### src/rtl/cordic_iter_sequencer.sv
// Control sequencer for an iterative CORDIC datapath: one load strobe, ITERATIONS
// micro-rotation steps with the atan ROM index, then a done pulse and sticky result flag.
module cordic_iter_sequencer #(
  parameter int ITERATIONS = 9,
  parameter int IDX_W      = $clog2(ITERATIONS)
) (
  input  logic             clk,
  input  logic             rst_n,
  input  logic             start,
  input  logic             mode_in,
  input  logic             clear,
  output logic             mode,
  output logic             load_en,
  output logic             step_en,
  output logic [IDX_W-1:0] iter_idx,
  output logic             busy,
  output logic             done,
  output logic             result_vld
);

  typedef enum logic [1:0] {IDLE, LOAD, ITER, DONE} state_t;

  localparam logic [IDX_W-1:0] LAST = IDX_W'(ITERATIONS - 1);

  state_t           state, state_nxt;
  logic [IDX_W-1:0] cnt, cnt_nxt;
  logic             mode_nxt;
  logic             rv, rv_nxt;

  always_ff @(posedge clk or negedge rst_n) begin
    if (!rst_n) begin
      state <= IDLE;
      cnt   <= '0;
      mode  <= 1'b0;
      rv    <= 1'b0;
    end else begin
      state <= state_nxt;
      cnt   <= cnt_nxt;
      mode  <= mode_nxt;
      rv    <= rv_nxt;
    end
  end

  always_comb begin
    state_nxt = state;
    cnt_nxt   = cnt;
    mode_nxt  = mode;
    rv_nxt    = rv;
    load_en   = 1'b0;
    step_en   = 1'b0;
    iter_idx  = '0;
    busy      = 1'b0;
    done      = 1'b0;
    case (state)
      IDLE: begin
        if (start) begin
          state_nxt = LOAD;
          mode_nxt  = mode_in;
          rv_nxt    = 1'b0;
        end
      end
      LOAD: begin
        load_en   = 1'b1;
        busy      = 1'b1;
        cnt_nxt   = '0;
        state_nxt = ITER;
      end
      ITER: begin
        step_en  = 1'b1;
        busy     = 1'b1;
        iter_idx = cnt;
        if (cnt == LAST) begin
          state_nxt = DONE;
          cnt_nxt   = '0;
          rv_nxt    = 1'b1;
        end else begin
          cnt_nxt = cnt + IDX_W'(1);
        end
      end
      DONE: begin
        done = 1'b1;
        // Back-to-back start skips IDLE entirely.
        if (start) begin
          state_nxt = LOAD;
          mode_nxt  = mode_in;
          rv_nxt    = 1'b0;
        end else begin
          state_nxt = IDLE;
        end
      end
      default: state_nxt = IDLE;
    endcase
    // Abort overrides any start; mode deliberately keeps its last captured value.
    if (clear) begin
      state_nxt = IDLE;
      cnt_nxt   = '0;
      rv_nxt    = 1'b0;
      mode_nxt  = mode;
    end
  end

  assign result_vld = rv;

endmodule

### config.mk
export PLATFORM = sky130hd
export DESIGN_NAME = cordic_iter_sequencer
export DESIGN_NICKNAME = d
export VERILOG_FILES = /design/src/rtl/cordic_iter_sequencer.sv
export SDC_FILE = /design/constraint.sdc
export NUM_CORES = 1
export LEC_CHECK = 0
export CAP_MARGIN = 0
export CORE_AREA = 3 3 40 42
export DETAILED_ROUTE_END_ITERATION = 10
export DIE_AREA = 0 0 43 45
export GPL_ROUTABILITY_DRIVEN = 0
export PLACE_DENSITY = 0.83
export SLEW_MARGIN = 10
export SYNTH_ARGS = -nofsm -noshare
export SYNTH_HDL_FRONTEND = slang
export SYNTH_SLANG_ARGS = --single-unit
### constraint.sdc
create_clock -name clk -period 2.95 [get_ports clk]
set_input_delay 0.59 -clock clk [delete_from_list [all_inputs] [get_ports clk]]
set_output_delay 0.59 -clock clk [all_outputs]
set_load 0.05 [all_outputs]
## Word level (Yosys, flattened, before mapping)

Cells that the tools add are included.

- Register bits after elaboration: 8
- Input port bits: 5
- Output and inout bits: 10
- Word-level logic and storage cells: 38

- Add/sub/neg operators: 1
- Equal/unequal tests: 7
- Muxes and demuxes: 17
- Bitwise gates (word level): 1
- Reductions and logical operators: 8

Operators by type and width:

| cell | number |
|---|---|
| 2-to-1 mux 4 bit | 3 |
| 2-to-1 mux 1 bit | 8 |
| case mux 2 bit (4 select lines) | 1 |
| case mux 4 bit (2 select lines) | 1 |
| 2-to-1 mux 2 bit | 3 |
| != test 3 bit, second input constant | 2 |
| AND reduction 3 bit | 2 |
| nonzero test 3 bit | 2 |
| adder 4 x 1 -> 4 bit, second input constant | 1 |
| equality test 2 bit, second input constant | 2 |
| equality test 4 bit, second input constant | 1 |
| OR reduction 2 bit | 2 |
| != test 3 x 1 -> 1 bit, second input constant | 1 |
| equality test 2 x 1 -> 1 bit, second input constant | 1 |
| logical NOT 2 bit | 1 |
| case mux 1 bit (2 select lines) | 1 |
| AND reduction 2 bit | 1 |
| NOT 1 bit | 1 |

## Logic depth before layout (Yosys ltp)

Gate-level depths: netlist of the first run.

- Word-level depth: 4
- Gate-level depth with buffers: 7
- Gate-level depth less buffers: 6

## Worst setup path before layout of the first run

Ideal clock, no wire load.

- Path type: flip-flop to output port
- Start point: reg state[0]
- End point: out iter_idx[0]
- Data arrival time: 1637 ps
- Required time: 2360 ps
- Slack: 723 ps
- Cell stages (with the launch flop): 5
- Path buffers: 1
- Path through: dfrtp_1 -> inv_1 -> ha_1 -> buf_6 -> and2_1

- Word-level cells in the longest chain between the ends: 2

Ends and longest elaborated chain:

| what | RTL line | text |
|---|---|---|
| from (decl) | 25 | `state_t state, state_nxt;` |
| from (signal assigned) | 37 | `state <= state_nxt;` |
| equality test 2 bit | 54 | `case (state)` |
| 2-to-1 mux 4 bit | 54 |  |
| to (decl) | 15 | `output logic [IDX_W-1:0] iter_idx,` |

No other way between the ends.

## Final worst setup path of the first run

- Start point: reg state[0]
- End point: out iter_idx[2]

Same word-level chain as after synthesis.

==> results.py, run 1 <==
metrics = {
    "synth": {
        "synth_seq_area_share": 0.3471,
        "yosys_warnings": 0,
        "synth_cells": 61,
        "syn_nets": 73,
        "netlist_area_sq_um": 576.8,
        "ys_types": 22,
        "ys_seq_elements": 8,
        "avgSynthCellArea_sq_um": 9.456,
    },
    "timing": {
        "report.final.setup_viol": 0,
        "setup_tns_ps": 0,
        "rsz0062_at_grt": "false",
        "max-slew-margin-rel": 0.6675,
        "fin_crit_sh": 0.9247,
        "skew_ps": 4.989,
        "timing.fmax_mhz": 366.6,
        "maxSlewViolCount": 0,
        "worst_pin_slew_ps": 497.2,
        "hold_violations": 0,
        "period_minus_slack_ps": 2728,
    },
    "drt": {
        "vias": 479,
        "viasPerCell": 5.207,
        "dr.pass1.iters": 2,
        "post_drt_wl_per_cell_microns": 12.27,
        "drc": 0,
        "antenna_left": 0,
        "initialDrtViolationCount": 4,
        "finalWirelength_mm": 1.129,
    },
    "die": {
        "dieArea_sq_um": 1935,
        "core_area_sq_um": 1285,
        "std_cell_rows": 13,
        "die_h_microns": 45,
        "start_util": 0.4489,
        "ios": 15,
        "die_x_microns": 43,
    },
    "worst_setup_path": {
        "reg2reg_depth": 6,
        "cp_slowest_cell": "clkdlybuf4s50_1",
        "critPathRequiredTime_ps": 2360,
        "end_kind": "output port",
        "r2r-start": "state[0]$_DFFE_PN0P_",
        "cp.arrival_ps": 2140,
        "critPathKind": "reg -> out",
        "cp-start-kind": "register",
        "reg2reg_to": "state[1]$_DFFE_PN0P_",
        "worst-path-max-fanout": 11,
        "r2r_slack_ps": 1160,
        "crit_chain": "inv_1 > ha_1 > and2_1 > clkdlybuf4s50_1",
        "critical_path.max_stage_delay_ps": 790,
    },
    "placement": {
        "port_buffers": 14,
        "placed_cell_area_sq_um": 724.4,
        "dp_hpwl_microns": 891.8,
    },
    "global_route": {
        "grt_usage": 0.1319,
        "grt_pass1_wl_mm": 1.925,
        "antenna_found_initial": 0,
        "grt_max_degree": 12,
        "grt_pass1_vias": 467,
        "gr-total-overflow": 0,
    },
    "status": {
        "status": "completed",
    },
    "clock_tree": {
        "cts_buffers": 3,
        "cts_resized": 0,
        "cts_setup_buffers": 0,
        "clk-insertion-delay-late_ps": 250,
        "clk_pin_slew_worst_paths_ps": 60,
        "cts_htree_levels": 1,
        "hold_buffers": 0,
        "cts_buffer_depth": 2,
        "cts_sinks": 8,
        "ctsRootBufferMaster": "clkbuf_4",
        "cts_tree": "yes",
    },
    "worst_hold_path": {
        "min_from": "mode$_DFFE_PN0P_",
        "hold_depth": 1,
        "hold_end": "mode$_DFFE_PN0P_",
        "hold_path_class": "reg -> reg",
    },
    "cells_and_area": {
        "layout_common_cells": "14 x clkdlybuf4s50_1, 8 x dfrtp_1, 7 x ha_1, 6 x inv_1, 6 x nand2_1",
        "n_antenna_cell": 0,
        "drive_gt1_frac": 0.1169,
        "layout_commonest_cell": "clkdlybuf4s50_1",
        "final_util": 0.5813,
        "nNetsFinal": 91,
        "area_growth_pct": 29.50,
        "design_area_sq_um": 747.0,
    },
    "power": {
        "power_w": 0.0006519,
        "power_density_nw_per_um2": 872.7,
        "leakagePower_nw": 0.3119,
        "ir_worst_vdd_mv": 0.6295,
    },
    "flow_run": {
        "max-cap-violations": 0,
    },
}
synth_stat cells:
master,n,area share
mux2_2,2,0.039
xor2_1,1,0.015
inv_1,6,0.039
o211ai_1,2,0.026
nor2_1,3,0.020
a21oi_1,3,0.026
a311o_1,1,0.017
o21ai_0,4,0.035
ha_1,7,0.15
o311ai_1,1,0.015
o21ai_2,1,0.015
and2_1,4,0.043
nand3_1,3,0.026
nor2b_4,1,0.024
nor2b_1,1,0.011
nor3b_1,1,0.013
buf_6,1,0.020
nor3_1,3,0.026
dfrtp_1,8,0.35
o21a_4,1,0.026
nand2_1,6,0.039
nor4b_2,1,0.026
metal layers:
layer  part of all wire  GRT usage
met5                  0          0
met2               0.50     0.2246
met4                  0    0.01807
met3              0.054    0.05976
met1               0.45     0.1584
registers in the layout, summed over array words and instances (netlist names):
register    count
cnt             4
mode            1
result_vld      1
state           2
worst max-delay path: cells and delay by family, from the launching register on:
family                   cells  cell delay, ps
AND/OR/NAND/NOR              1             170
flip-flops                   1             450
adder cells (fa/ha/maj)      1             340
buffers and inverters        2             920
metrics by stage:
stage	hold WS, ps	setup WS (ps)	std cells
6_report	511.6	222.1	92
3_5_place_dp	499.4	501.8	89
3_3_place_gp	490.0	542.1	89
2_1_floorplan	294.4	723.3	61
4_1_cts	512.9	211.8	92
5_1_grt	536.9	92.46	92
cell type report:
type	instances	area (sq um)
fill	124	538.0
multi-input combinational	46	342.8
sequential	8	200.2
timing repair buffer	14	140.1
clock buffer	3	22.52
inverter	6	22.52
tap	15	18.77
worst max-delay path by stage:
stage / startpoint / endpoint / depth (start not counted)
global route: state[0]$_DFFE_PN0P_ / iter_idx[1] / 4
CTS: state[0]$_DFFE_PN0P_ / iter_idx[2] / 4
global placement: state[0]$_DFFE_PN0P_ / iter_idx[2] / 4
finish: state[0]$_DFFE_PN0P_ / iter_idx[2] / 4
floorplan: state[0]$_DFFE_PN0P_ / iter_idx[0] / 4
detailed placement: state[0]$_DFFE_PN0P_ / iter_idx[2] / 4
cell families (layout without fill, tap and decap cells):
kind of cell / count (synthesis) / after routing / share of synthesized area
buffers and inverters: 7 / 23 / 0.05856
flip-flops: 8 / 8 / 0.3471
adder cells (fa/ha/maj): 7 / 7 / 0.1518
multiplexers: 2 / 2 / 0.03904
XOR/XNOR: 1 / 1 / 0.01519
AO/OA/AOI/OAI: 13 / 13 / 0.1605
AND/OR/NAND/NOR: 23 / 23 / 0.2277
power breakdown:
| group | total [W] | switching (W) | internal (W) |
|---|---|---|---|
| Combinational | 0.000400 | 0.000256 | 0.000145 |
| Sequential | 0.000167 | 0.0000308 | 0.000137 |
| Clock | 0.0000841 | 0.0000376 | 0.0000466 |
Power figures use the tool's default switching activity.
==> inputs of run 2 (changes only) <==
==> constraint.sdc (replaced) <==
create_clock -name clk -period 3.4 [get_ports clk]
set_input_delay 0.68 -clock clk [delete_from_list [all_inputs] [get_ports clk]]
set_output_delay 0.68 -clock clk [all_outputs]
set_load 0.05 [all_outputs]
==> results of run 2 <==
Same layout as run 1 (identical final DEF). Status: completed.
Among the figures that moved: setup slack after placement 501.8 ps -> 861.8 ps; setup slack after layout 222.1 ps -> 582.1 ps; register-to-register setup slack 1160 ps -> 1610 ps; total power 0.0006519 W -> 0.0005656 W; worst IR drop on VDD 0.6295 mV -> 0.5462 mV
